==> src/rtl/ifft_pkg.sv <==
// Shared definitions for the 16-point radix-2 IFFT address controller:
// sizes, FSM encoding and the load-order bit reversal.
package ifft_pkg;

   localparam int N_POINTS = 16;
   localparam int ADDR_W   = 4;
   localparam int N_STAGES = 4;

   typedef enum logic [2:0] {
      S_IDLE   = 3'd0,
      S_LOAD   = 3'd1,
      S_CALC   = 3'd2,
      S_DRAIN  = 3'd3,
      S_UNLOAD = 3'd4
   } state_e;

   function automatic logic [ADDR_W-1:0] bitrev4(input logic [ADDR_W-1:0] a);
      return {a[0], a[1], a[2], a[3]};
   endfunction

endpackage

==> src/rtl/ifft_bf_addr_gen.sv <==
// Butterfly leg addresses and twiddle index for one (stage, k) pair.
// Purely combinational; all arithmetic stays within 4 bits.
module ifft_bf_addr_gen
   import ifft_pkg::*;
(
   input  logic [1:0]        stage,
   input  logic [2:0]        k,
   output logic [ADDR_W-1:0] bf_addr_a,
   output logic [ADDR_W-1:0] bf_addr_b,
   output logic [2:0]        tw_idx
);

   logic [ADDR_W-1:0] k4;
   logic [ADDR_W-1:0] span;
   logic [ADDR_W-1:0] lo;
   logic [ADDR_W-1:0] tw4;
   logic [2:0]        up_sh;

   always_comb begin
      k4        = {1'b0, k};
      span      = 4'd1 << stage;
      lo        = k4 & (span - 4'd1);
      // 3-bit shift amount so stage 3 shifts by 4 rather than wrapping to 0
      up_sh     = {1'b0, stage} + 3'd1;
      bf_addr_a = ((k4 >> stage) << up_sh) | lo;
      bf_addr_b = bf_addr_a + span;
      tw4       = lo << (2'd3 - stage);
      tw_idx    = tw4[2:0];
   end

endmodule

==> src/rtl/ifft_addr_ctrl.sv <==
// Address/control sequencer for an in-place 16-point IFFT:
// bit-reversed load, four butterfly stages with drain gaps, natural-order unload.
module ifft_addr_ctrl
   import ifft_pkg::*;
#(
   parameter int BF_LAT = 2
) (
   input  logic              clk,
   input  logic              rst,
   input  logic              in_valid,
   output logic              in_ready,
   input  logic              out_ready,
   output logic              out_valid,
   output logic [ADDR_W-1:0] io_addr,
   output logic [ADDR_W-1:0] bf_addr_a,
   output logic [ADDR_W-1:0] bf_addr_b,
   output logic              mux_sel,
   output logic              mem_we,
   output logic              bf_en,
   output logic [2:0]        tw_idx,
   output logic [1:0]        stage,
   output logic              busy,
   output logic              frame_done
);

   localparam logic [ADDR_W-1:0] LAST_IDX   = 4'(N_POINTS - 1);
   localparam logic [1:0]        LAST_STAGE = 2'(N_STAGES - 1);
   localparam logic [2:0]        DRAIN_LAST = 3'(BF_LAT - 1);

   state_e            state_q, state_d;
   logic [ADDR_W-1:0] cnt_q, cnt_d;
   logic [2:0]        k_q, k_d;
   logic [1:0]        stage_q, stage_d;
   logic [2:0]        drain_q, drain_d;
   logic [ADDR_W-1:0] ld_addr_q, ld_addr_d;
   logic              mem_we_q, mem_we_d;
   logic              done_q, done_d;

   logic [ADDR_W-1:0] gen_a, gen_b;
   logic [2:0]        gen_tw;

   ifft_bf_addr_gen u_gen (
      .stage     (stage_q),
      .k         (k_q),
      .bf_addr_a (gen_a),
      .bf_addr_b (gen_b),
      .tw_idx    (gen_tw)
   );

   always_comb begin
      state_d   = state_q;
      cnt_d     = cnt_q;
      k_d       = k_q;
      stage_d   = stage_q;
      drain_d   = drain_q;
      ld_addr_d = ld_addr_q;
      mem_we_d  = 1'b0;
      done_d    = 1'b0;
      unique case (state_q)
         S_IDLE, S_LOAD: begin
            if (in_valid) begin
               mem_we_d  = 1'b1;
               ld_addr_d = bitrev4(cnt_q);
               cnt_d     = cnt_q + 4'd1;
               state_d   = S_LOAD;
               if (cnt_q == LAST_IDX) begin
                  state_d = S_CALC;
                  stage_d = 2'd0;
                  k_d     = 3'd0;
               end
            end
         end
         S_CALC: begin
            k_d = k_q + 3'd1;
            if (k_q == 3'd7) begin
               state_d = S_DRAIN;
               drain_d = 3'd0;
            end
         end
         S_DRAIN: begin
            if (drain_q == DRAIN_LAST) begin
               drain_d = 3'd0;
               stage_d = stage_q + 2'd1;
               state_d = S_CALC;
               if (stage_q == LAST_STAGE) begin
                  state_d = S_UNLOAD;
                  cnt_d   = 4'd0;
               end
            end else begin
               drain_d = drain_q + 3'd1;
            end
         end
         S_UNLOAD: begin
            if (out_ready) begin
               cnt_d = cnt_q + 4'd1;
               if (cnt_q == LAST_IDX) begin
                  state_d = S_IDLE;
                  done_d  = 1'b1;
               end
            end
         end
         default: state_d = S_IDLE;
      endcase
   end

   always_ff @(posedge clk) begin
      if (rst) begin
         state_q   <= S_IDLE;
         cnt_q     <= '0;
         k_q       <= '0;
         stage_q   <= '0;
         drain_q   <= '0;
         ld_addr_q <= '0;
         mem_we_q  <= 1'b0;
         done_q    <= 1'b0;
      end else begin
         state_q   <= state_d;
         cnt_q     <= cnt_d;
         k_q       <= k_d;
         stage_q   <= stage_d;
         drain_q   <= drain_d;
         ld_addr_q <= ld_addr_d;
         mem_we_q  <= mem_we_d;
         done_q    <= done_d;
      end
   end

   assign in_ready   = (state_q == S_IDLE) || (state_q == S_LOAD);
   assign out_valid  = (state_q == S_UNLOAD);
   assign bf_en      = (state_q == S_CALC);
   assign mux_sel    = (state_q == S_CALC) || (state_q == S_DRAIN);
   assign busy       = (state_q != S_IDLE);
   assign mem_we     = mem_we_q;
   assign frame_done = done_q;
   assign stage      = stage_q;
   assign io_addr    = out_valid ? cnt_q : ld_addr_q;
   // Leg addresses are forced to zero whenever no butterfly is issued
   assign bf_addr_a  = bf_en ? gen_a : '0;
   assign bf_addr_b  = bf_en ? gen_b : '0;
   assign tw_idx     = bf_en ? gen_tw : '0;

endmodule

==> config.mk <==
export PLATFORM = sky130hd
export DESIGN_NAME = ifft_addr_ctrl
export DESIGN_NICKNAME = d
export VERILOG_FILES = /design/src/rtl/ifft_pkg.sv /design/src/rtl/ifft_bf_addr_gen.sv /design/src/rtl/ifft_addr_ctrl.sv
export SDC_FILE = /design/constraint.sdc
export NUM_CORES = 1
export LEC_CHECK = 0
export ABC_AREA = 1
export CORE_MARGIN = 1
export CORE_UTILIZATION = 46
export CTS_CLUSTER_SIZE = 20
export DETAILED_ROUTE_END_ITERATION = 16
export GPL_TIMING_DRIVEN = 0
export PLACE_DENSITY = 0.74
export SLEW_MARGIN = 20
export SYNTH_ARGS = -nofsm -noshare
export SYNTH_HDL_FRONTEND = slang
export SYNTH_SLANG_ARGS = --single-unit
==> constraint.sdc <==
create_clock -name clk -period 3.3 [get_ports clk]
set_clock_uncertainty 0.1 [all_clocks]
set_input_delay 0.99 -clock clk [delete_from_list [all_inputs] [get_ports clk]]
set_output_delay 0.99 -clock clk [all_outputs]
set_load 0.02 [all_outputs]
==> results.toml <==
[synth]
syn-num-nets = 245
ys_types = 27
avgSynthCellArea_sq_um = 6.29
ys_seq_area_frac = 0.291
syn_area_sq_um = 1450
ys_seq_elements = 21
synthArstFlopShare = 0
netlist_instances = 230
ys_warn_count = 0
synth_edf_count = 0
synthFlopType = "dfxtp_1"

[die]
dieArea_sq_um = 3370
core_area_sq_um = 2880
io_pins = 28
start_util = 0.503
die_h_microns = 58.1
rows = 19
die_w_microns = 58.1

[clock_tree]
hold_buffers = 0
htreeDepth = 1
clock-sinks = 21
tritoncts = "done"
clk_path_buf_depth = 2
numCtsBuffers = 3
root_buffer = "clkbuf_4"
clkLatencyLatePin_ps = 330
clkTransAtPathRegs_ps = 120

[drt]
drtPass1Iterations = 4
routed_via_density = 5.08
dr_total_vias = 1614
drtIter0Drc = 108
ant_nets = 0
drc = 0
routedWlPerCell_microns = 12.6
wl_microns = 4000

[min_path]
min_path_cells = 2
hp-class = "flop to flop"

[sta]
fin_ws_ps = -210
drv_slew = 0
rsz0062_at_grt = "true"
max_freq_mhz = 285
worst_pin_slew_ps = 505
whs_ps = 376
fin_crit_sh = 1.06
slew_headroom = 0.663
min_period_ps = 3510
hold_viol = 0
setup_violations = 3

[placement]
hpwl_microns = 2510
place.gp.congestion = 0.900
preCtsSetupSlack_ps = -690
io_buffers = 27

[pwr]
pwr-share-seq = 0.299
p_int_uw = 626
irDropWorstVdd_v = 0.000378
leakage_nw = 1.04
switching_share = 0.463
p_sw_uw = 540
pwr-share-clk = 0.114
combPwrFrac = 0.587
p_per_area_nw_per_um2 = 570

[worst_setup_path]
reg2reg_slack_ps = 1490
cp.required_ps = 2210
start_kind = "flop"
path_max_fanout = 4
path_class = "flop to output pin"
arrival_ps = 2420
end_kind = "output pin"
rr_worst_depth = 8

[cells_and_area]
num-fill-cells = 232
area_delta_synth_final_pct = 41.3
seq_area_sq_um = 428
multi_input_area_sq_um = 953
final_util = 0.711
num_antenna_cells = 0
layout.nets = 292
drive_above_1_share = 0.210

[global_route]
grt.overflow.total = 0
antenna_found_initial = 0
grt_usage = 0.251
grt_pass1_wl_microns = 6420
grt_pass1_vias = 1427
grt_start_max_net_pins = 12

[run_status]
violations = "setup timing"
outcome = "finished, violations left"

[flow_run]
maxCapViolCount = 0
## stage by stage
stage	power (mW)	setup TNS (ps)	instances	cell area [sq um]
6_report	1.17	-591	318	2040
5_1_grt	1.26	-798	318	2040
3_5_place_dp	0.930	-2050	299	1790
2_1_floorplan	0.753	0	230	1470
4_1_cts	1.13	-342	317	2020
3_3_place_gp	0.927	-2090	299	1790
## worst paths after layout
path         startpoint            to
max reg2reg    cnt_q[0]      stage[1]
min          drain_q[1]    drain_q[1]
max            stage[0]  bf_addr_b[1]
min reg2reg  drain_q[1]    drain_q[1]
## layer usage
metal | wire length (microns) | GRT usage
met1 | 1810 | 0.338
met2 | 1840 | 0.406
met3 | 258 | 0.0446
met4 | 87 | 0.0850
met5 | 0 | 0
## state kept, by name, summed over array words and instances, names as in the netlist
register	flops
cnt_q	4
drain_q	3
frame_done	1
k_q	3
ld_addr_q	4
mem_we	1
stage	2
state_q	3
## worst max-delay path, cell delays in order (launching register included)
cell and delay [ps]:
dfxtp_4 380, buf_8 100, clkinvlp_4 100, ha_4 310, inv_6 50, a31oi_4 180
inv_1 70, ha_2 170, inv_2 70, fa_2 430, nor2_2 120, buf_6 120
## kinds of logic after synthesis
group | share of synthesized area
xor+xnor | 0.0182
fa+ha+maj | 0.100
buf+inv | 0.118
flops | 0.291
simple gates | 0.328
compound gates | 0.145
## area by class of cell
| type | instances | share of cell area |
|---|---|---|
| Sequential cell | 21 | 0.209 |
| Multi-Input combinational cell | 164 | 0.466 |
| Buffer | 3 | 0.0116 |
| Clock buffer | 4 | 0.0129 |
| Inverter | 42 | 0.0838 |
| Tap cell | 42 | 0.0257 |
| Timing Repair Buffer | 42 | 0.190 |
## cell usage after synthesis, types with 4 or more instances
library cell,count,share of area
inv_2,6,0.016
nand4_1,4,0.017
nand2_1,57,0.15
nor2_1,29,0.075
o21ai_0,12,0.042
nand3_1,11,0.038
ha_1,10,0.087
a21oi_1,15,0.052
o21ai_1,6,0.021
dfxtp_1,21,0.29
inv_1,35,0.091
## cells in the final DEF, fill, tap and decap left out, types with 4 or more instances in the layout
cell and count:
a21oi_1 15, buf_4 15, clkdlybuf4s50_1 14, dfxtp_1 19, dlymetal6s2s_1 6, ha_1 7, inv_1 30, inv_2 9
nand2_1 56, nand3_1 11, nand4_1 4, nor2_1 25, nor2_2 4, nor2_4 4, o21ai_0 12, o21ai_1 6
## power by group through the flow
stage	registers [mW]	logic [mW]	clock network, mW
3_3_place_gp	0.354	0.573	0
4_1_cts	0.348	0.658	0.129
2_1_floorplan	0.351	0.402	0
6_report	0.349	0.684	0.133
3_5_place_dp	0.355	0.575	0
5_1_grt	0.355	0.758	0.143
## what timing repair did
item,in CTS,in global routing
buffers inserted,14,1
resized for setup,44,14
endpoints found under the setup margin,10,11
pin swaps,10,4
Note: power is estimated with default switching activity, not from simulation.
